## src/rtl/mac_pkg.sv

```systemverilog
// Shared types and constants for the signed multiply-accumulate slice.
// Default widths, accumulator limits and sideband bundle.
package mac_pkg;

    localparam int WIDTH_DEF       = 14;
    localparam int MULT_STAGES_DEF = 4;
    localparam int ACC_W           = 2 * WIDTH_DEF;

    localparam logic signed [ACC_W-1:0] ACC_MAX =
        {1'b0, {(ACC_W-1){1'b1}}};
    localparam logic signed [ACC_W-1:0] ACC_MIN =
        {1'b1, {(ACC_W-1){1'b0}}};

    typedef logic signed [WIDTH_DEF-1:0] operand_t;
    typedef logic signed [ACC_W-1:0]     acc_t;

    // Control that travels alongside each product through the multiplier.
    typedef struct packed {
        logic valid;
        logic clr;
    } side_t;

    // A wide sum overflowed when its two top bits disagree.
    function automatic logic sign_mismatch(
        input logic top,
        input logic next
    );
        return top ^ next;
    endfunction

endpackage

```

## src/rtl/mac_pipe_acc_mult_pipe.sv

```systemverilog
// Registered signed multiplier with a valid/clr sideband shift register.
// Stage 0 registers the full-width product; later stages only delay it.
module mult_pipe
    import mac_pkg::*;
#(
    parameter int WIDTH  = WIDTH_DEF,
    parameter int STAGES = MULT_STAGES_DEF
) (
    input  logic                      clk,
    input  logic                      reset,
    input  logic signed [WIDTH-1:0]   a,
    input  logic signed [WIDTH-1:0]   b,
    input  logic                      valid_in,
    input  logic                      clr_in,
    output logic signed [2*WIDTH-1:0] p,
    output logic                      valid_out,
    output logic                      clr_out
);

    localparam int PW = 2 * WIDTH;

    logic signed [PW-1:0] a_x;
    logic signed [PW-1:0] b_x;

    logic signed [PW-1:0] p_d [STAGES];
    logic signed [PW-1:0] p_q [STAGES];
    side_t                side_d [STAGES];
    side_t                side_q [STAGES];

    // Sign-extend operands so the product is computed at full width.
    always_comb begin
        a_x = $signed({{WIDTH{a[WIDTH-1]}}, a});
        b_x = $signed({{WIDTH{b[WIDTH-1]}}, b});
    end

    // Next-state for every stage: multiply at the head, shift the rest.
    always_comb begin
        p_d[0]          = a_x * b_x;
        side_d[0].valid = valid_in;
        side_d[0].clr   = clr_in;
        for (int i = 1; i < STAGES; i++) begin
            p_d[i]    = p_q[i-1];
            side_d[i] = side_q[i-1];
        end
    end

    // Pipeline registers; reset drops every in-flight sample.
    always_ff @(posedge clk or negedge reset) begin
        if (!reset) begin
            for (int i = 0; i < STAGES; i++) begin
                p_q[i]    <= '0;
                side_q[i] <= '0;
            end
        end else begin
            for (int i = 0; i < STAGES; i++) begin
                p_q[i]    <= p_d[i];
                side_q[i] <= side_d[i];
            end
        end
    end

    assign p         = p_q[STAGES-1];
    assign valid_out = side_q[STAGES-1].valid;
    assign clr_out   = side_q[STAGES-1].clr;

endmodule

```

## src/rtl/mac_pipe_acc.sv

```systemverilog
// Signed multiply-accumulate engine: input regs, pipelined multiplier,
// and a wrap-or-saturate accumulate stage producing f/valid_out/overflow.
module mac_pipe_acc
    import mac_pkg::*;
#(
    parameter int WIDTH       = WIDTH_DEF,
    parameter int MULT_STAGES = MULT_STAGES_DEF,
    parameter bit SATURATE    = 1'b0
) (
    input  logic                      clk,
    input  logic                      reset,
    input  logic signed [WIDTH-1:0]   a,
    input  logic signed [WIDTH-1:0]   b,
    input  logic                      valid_in,
    input  logic                      clr_acc,
    output logic signed [2*WIDTH-1:0] f,
    output logic                      valid_out,
    output logic                      overflow
);

    localparam int AW = 2 * WIDTH;

    localparam logic signed [AW-1:0] F_MAX = {1'b0, {(AW-1){1'b1}}};
    localparam logic signed [AW-1:0] F_MIN = {1'b1, {(AW-1){1'b0}}};

    logic signed [WIDTH-1:0] a_d;
    logic signed [WIDTH-1:0] a_q;
    logic signed [WIDTH-1:0] b_d;
    logic signed [WIDTH-1:0] b_q;
    logic                    vin_d;
    logic                    vin_q;
    logic                    clr_d;
    logic                    clr_q;

    logic signed [AW-1:0] prod;
    logic                 prod_valid;
    logic                 prod_clr;

    logic signed [AW:0]   sum_w;
    logic                 sum_ovf;

    logic signed [AW-1:0] f_d;
    logic signed [AW-1:0] f_q;
    logic                 vout_d;
    logic                 vout_q;
    logic                 ovf_d;
    logic                 ovf_q;

    // Capture the operand bundle every cycle; there is no back-pressure.
    always_comb begin
        a_d   = a;
        b_d   = b;
        vin_d = valid_in;
        clr_d = clr_acc;
    end

    // Input registers; the valid bit is what reset must clear.
    always_ff @(posedge clk or negedge reset) begin
        if (!reset) begin
            a_q   <= '0;
            b_q   <= '0;
            vin_q <= 1'b0;
            clr_q <= 1'b0;
        end else begin
            a_q   <= a_d;
            b_q   <= b_d;
            vin_q <= vin_d;
            clr_q <= clr_d;
        end
    end

    mult_pipe #(
        .WIDTH  (WIDTH),
        .STAGES (MULT_STAGES)
    ) u_mult (
        .clk       (clk),
        .reset     (reset),
        .a         (a_q),
        .b         (b_q),
        .valid_in  (vin_q),
        .clr_in    (clr_q),
        .p         (prod),
        .valid_out (prod_valid),
        .clr_out   (prod_clr)
    );

    // One extra bit of headroom exposes wrap as a sign disagreement.
    always_comb begin
        sum_w   = $signed({f_q[AW-1], f_q}) + $signed({prod[AW-1], prod});
        sum_ovf = sign_mismatch(sum_w[AW], sum_w[AW-1]);
    end

    // Accumulate next-state: restart, wrap or clamp; bubbles hold f.
    always_comb begin
        f_d    = f_q;
        vout_d = 1'b0;
        ovf_d  = 1'b0;
        if (prod_valid) begin
            vout_d = 1'b1;
            if (prod_clr) begin
                f_d = prod;
            end else if (SATURATE && sum_ovf) begin
                f_d   = sum_w[AW] ? F_MIN : F_MAX;
                ovf_d = 1'b1;
            end else begin
                f_d   = sum_w[AW-1:0];
                ovf_d = sum_ovf;
            end
        end
    end

    // Result registers.
    always_ff @(posedge clk or negedge reset) begin
        if (!reset) begin
            f_q    <= '0;
            vout_q <= 1'b0;
            ovf_q  <= 1'b0;
        end else begin
            f_q    <= f_d;
            vout_q <= vout_d;
            ovf_q  <= ovf_d;
        end
    end

    assign f         = f_q;
    assign valid_out = vout_q;
    assign overflow  = ovf_q;

endmodule

```

## config.mk

```make
export PLATFORM = sky130hd
export DESIGN_NAME = mac_pipe_acc
export DESIGN_NICKNAME = d
export VERILOG_FILES = /design/src/rtl/mac_pkg.sv /design/src/rtl/mac_pipe_acc_mult_pipe.sv /design/src/rtl/mac_pipe_acc.sv
export SDC_FILE = /design/constraint.sdc
export NUM_CORES = 1
export LEC_CHECK = 0
export ABC_AREA = 0
export BUFFER_PORTS_ARGS = -buffer_cell sky130_fd_sc_hd__buf_2
export CORE_MARGIN = 5
export CORE_UTILIZATION = 43
export CTS_BUF_LIST = sky130_fd_sc_hd__clkbuf_4 sky130_fd_sc_hd__clkbuf_8
export DETAILED_ROUTE_END_ITERATION = 12
export GPL_TIMING_DRIVEN = 0
export SYNTH_ARGS = -nofsm -noshare
export SYNTH_HDL_FRONTEND = slang
export SYNTH_SLANG_ARGS = --single-unit
export TNS_END_PERCENT = 50
```

## constraint.sdc

```tcl
create_clock -name clk -period 5.7 [get_ports clk]
set_clock_uncertainty 0.1 [all_clocks]
set_input_delay 0.57 -clock clk [delete_from_list [all_inputs] [get_ports clk]]
set_output_delay 0.57 -clock clk [all_outputs]
set_load 0.01 [all_outputs]
```

Word level (Yosys, flattened, before mapping) --
Cells that the tools add are included. Widths: inputs -> output; s select.
Word-level totals: input port bits 32, bits in registers 180, logic and storage cells 26
Operators by class: muxes and demuxes 4, $add $sub $neg 1, $mul 1, bitwise logic cells 1
Operators by type and width (count):
- $add 28x28->29 | 1
- $mul 14x14->28 | 1
- $mux 28 | 1
- $mux 1 | 3
- $xor 1x1->1 | 1

Depth between registers and ports, before layout --
word-level depth 4, gate-level depth with buffers 25

Modules after synthesis --
A second synthesis with hierarchy kept.
Second synthesis, totals: cell total of the unflattened synthesis 1367, area total of the unflattened synthesis 14223.6 sq um
By module, submodules not included:
- mult_pipe | instances 1, area each 10578.9 sq um, cells an instance 960
- mac_pipe_acc | instances 1, area each 3644.7 sq um, cells an instance 407

Worst setup path before layout --
OpenSTA, ideal clock, no wires.
path type register to register, start point register a_q[5], end point register u_mult.p_q, in the netlist u_mult.p_d[82], setup time 80 ps, arrival 5881 ps, slack -361 ps, stages on the path, launching flop included 26, period minus slack after synthesis 6061 ps, path buffers 1, path through dfrtp_1 clkbuf_1 and2_1 fa_1 inv_1 fa_1 inv_1 fa_1 inv_1 fa_1 inv_1 fa_1 inv_1 fa_1 inv_1 ha_1 a21o_1 a211oi_1 nand4_1 nand3_1 o21ai_0 a21oi_1 o21bai_1 a211o_1 a21boi_0 xnor2_1
RTL lines:
- from (decl) | RTL line mac_pipe_acc.sv:27 | logic signed [WIDTH-1:0] a_q;
- from (signal assigned) | RTL line mac_pipe_acc.sv:60 | a_q <= '0;
- from (signal assigned) | RTL line mac_pipe_acc.sv:65 | a_q <= a_d;
- to (signal, indexed assignment) | RTL line mac_pipe_acc_mult_pipe.sv:56 | p_q[i] <= p_d[i];
- to (decl) | RTL line mac_pipe_acc_mult_pipe.sv:26 | logic signed [PW-1:0] p_q [STAGES];

==> out/metrics.cfg <==
[drt]
via_count=9044
wl_per_cell_um=15.5
drc=0
drt_pass1_iterations=5
routed_wl_um=29000
vias_per_cell=4.82
dr.first_iter.drc_count=548
antenna_left=0

[die]
initial_utilization_pct=43.3
num_rows=66
die_area_mm2=0.0362
fp.dieH_um=190
boundaryPins=62
core_area_mm2=0.0323
die_w_um=190

[synth]
synth_edf_count=0
synth_top_area_cell=dfrtp_1
synth_flop_cell=dfrtp_1
async_flop_share_pct=100
yosysUniqueCellTypes=64
ys_warn_count=0
syn_area_mm2=0.0140
synthTopCellsByArea=dfrtp_1, fa_1, ha_1, inv_1, and2_1
ys_seq_elements=180
synth_nets=1636
syn_avg_cell_area_um2=10.6
postSynthCellCount=1313
synth_top_area_share_pct=32.2
ys_seq_area_share_pct=32.2

[placed_design]
place.gp.congestion=0.891
dp_hpwl_um=22900
pre_cts_ws_ps=-832
numPortBuffers=61
dp.cells=1817

[run_status]
violations=setup timing
outcome=finished with violations

[global_routing]
grt_pass1_vias=9859
antenna_found_initial=0
grtUsageTotal_pct=17.1
grt_max_degree=101
grt_overflow=0
grt_pass1_wl_um=49600

[clocking]
cts.sinks=180
cts_made_buffers=17
worstSkewPairLatency_ps=480
clk_pin_slew_ps=100
cts_buffer_depth=2
cts_max_level=4
tritoncts=done
ctsRootBufferMaster=clkbuf_8

[critical_path]
cpPeakStageDelay_ps=530
cp-end-kind=flip-flop
critPathLaunchType=flip-flop
critPathArrivalTime_ps=6330
cp_slowest_cell=fa_1
cp_cell_sequence=buf_8 > and2_4 > fa_1 > inv_1 > fa_1 > inv_1 > fa_1 > fa_1 > fa_1 > inv_1 > fa_1 > inv_2 > ha_4 > a21o_1 > a211oi_4 > a31oi_4 > o2111ai_4 > a21oi_2 > or3_4 > a21bo_1 > a21oi_2 > xnor2_1
r2r_slack_ps=-340
cp_common_cell=fa_1
required_ps=5980
cp_max_fo=6
timing_worst_setup_path_type=reg -> reg

[finish]
regArea_mm2=0.00452
drive_gt1_share_pct=16.6
n_fill_cell=2978
final_common_cell=inv_1
diodes=0
final_cell_mix=inv_1, fa_1, dfrtp_1, nand2_1, and2_1
fin_cells=1877
area_delta_synth_final_pct=14.3
nNetsFinal=1745
multi_input_area_mm2=0.00863
finish.utilization_pct=49.5

[timing]
final-setup-viol-count=7
finalHoldViolations=0
max-slew-margin-rel_pct=51.2
rsz0062_at_grt=yes
final.period_utilization_pct=106
fmax_mhz=165
slew_viol_final=0
fin_crit_ps=6040
worst_slew_pin_slew_ps=732
worst_slack_ps=-345

[run]
max_cap_viol_count=0

[min_path]
hp-class=in -> async

worst paths after layout:
kind | from | end | cells after the start
worst max-delay path | b_q[2] | u_mult.p_d[83] | 22
worst min-delay path | reset | f[10] | 1
worst max register to register | b_q[2] | u_mult.p_d[83] | 22
worst min register to register | u_mult.p_d[71] | u_mult.p_d[43] | 0
max in group asynchronous | reset | u_mult.p_d[55] | 2
min in group clk | b[10] | b_q[10] | 1
repair_timing:
item	4_1_cts	5_1_grt
hold buffers	0	0
pin swaps	19	15
buffers inserted	23	5
endpoints found under the hold margin	0	0
endpoints found under the setup margin	12	10
gates resized for setup	71	46
gates cloned	0	0
stage by stage:
stage,hold WS (ps),area [um2],TNS (ps)
2_1_floorplan,174,14100,-202
6_report,22.6,16000,-1750
5_1_grt,46.4,16000,-3550
3_3_place_gp,231,14900,-5680
4_1_cts,24.9,15800,-2190
3_5_place_dp,235,15000,-6240
synth_stat cells (2+ instances only):
| library cell | number |
|---|---|
| inv_1 | 257 |
| fa_1 | 196 |
| dfrtp_1 | 180 |
| nand2_1 | 101 |
| and2_1 | 100 |
| ha_1 | 95 |
| a21oi_1 | 74 |
| nor2_1 | 62 |
| xnor2_1 | 37 |
| clkbuf_1 | 36 |
| a21o_1 | 18 |
| o21ai_0 | 18 |
| xor2_1 | 18 |
| o21bai_1 | 10 |
| o21a_1 | 9 |
| mux2i_1 | 8 |
| nand2b_1 | 8 |
| nand3_1 | 8 |
| nor3_1 | 6 |
| a31oi_1 | 5 |
| a21boi_0 | 4 |
| a21oi_2 | 4 |
| a211o_1 | 3 |
| a211oi_1 | 3 |
| nand4_1 | 3 |
| nor2b_1 | 3 |
| o221ai_1 | 3 |
| or3_1 | 3 |
| a2111oi_0 | 2 |
| a21o_2 | 2 |
| and2b_2 | 2 |
| o21ai_1 | 2 |
| o31a_1 | 2 |
worst max-delay path: cells and delay by family, from the launching register on:
family	cells	cell delay [ps]
buffers and inverters	5	340
AND/OR/NAND/NOR	2	540
AO/OA/AOI/OAI	7	1260
flip-flops	1	450
XOR/XNOR	1	130
adder cells (fa/ha/maj)	7	3150
flip-flops by register name, summed over array words and instances, names as in the netlist:
name              count
b_q                  14
overflow              1
u_mult.valid_out      1
a_q                  14
f                    28
u_mult.clr_out        1
clr_q                 1
u_mult.p_d           84
u_mult.side_d         6
u_mult.p             28
valid_out             1
vin_q                 1
routing by layer:
layer | vias up | part of all wire [%] | wire, um | track usage (%)
met5 | - | 0 | 0 | 0
met4 | 0 | 2.2 | 652 | 5.06
met3 | 41 | 4.6 | 1340 | 3.08
met2 | 205 | 48 | 13900 | 28.3
met1 | 4525 | 45 | 13100 | 23.2
li1 | 4273 | - | - | -
cell type report:
| class | instances | area share (%) |
|---|---|---|
| tap | 442 | 3.46 |
| inverter | 258 | 6.06 |
| clock buffer | 19 | 1.64 |
| clock inverter | 13 | 0.994 |
| timing repair buffer | 90 | 3.51 |
| sequential | 180 | 28.3 |
| buffer | 39 | 2.01 |
| multi-input combinational | 836 | 54.0 |
cells by family (layout without fill, tap and decap cells):
group	Yosys count	after routing	share of synthesized area [%]
and+or+nand+nor	307	307	10.9
buffers and inverters	297	419	8.04
adders and majority gates	291	291	36.6
DFF	180	180	32.2
AOI/OAI and AO/OA	174	174	8.15
xor gates and xnor gates	55	55	3.45
muxes	9	9	0.653
Power is left out: the tool's default activity adds up to more than one toggle a clock period on the data nets, which glitch-free logic cannot reach.
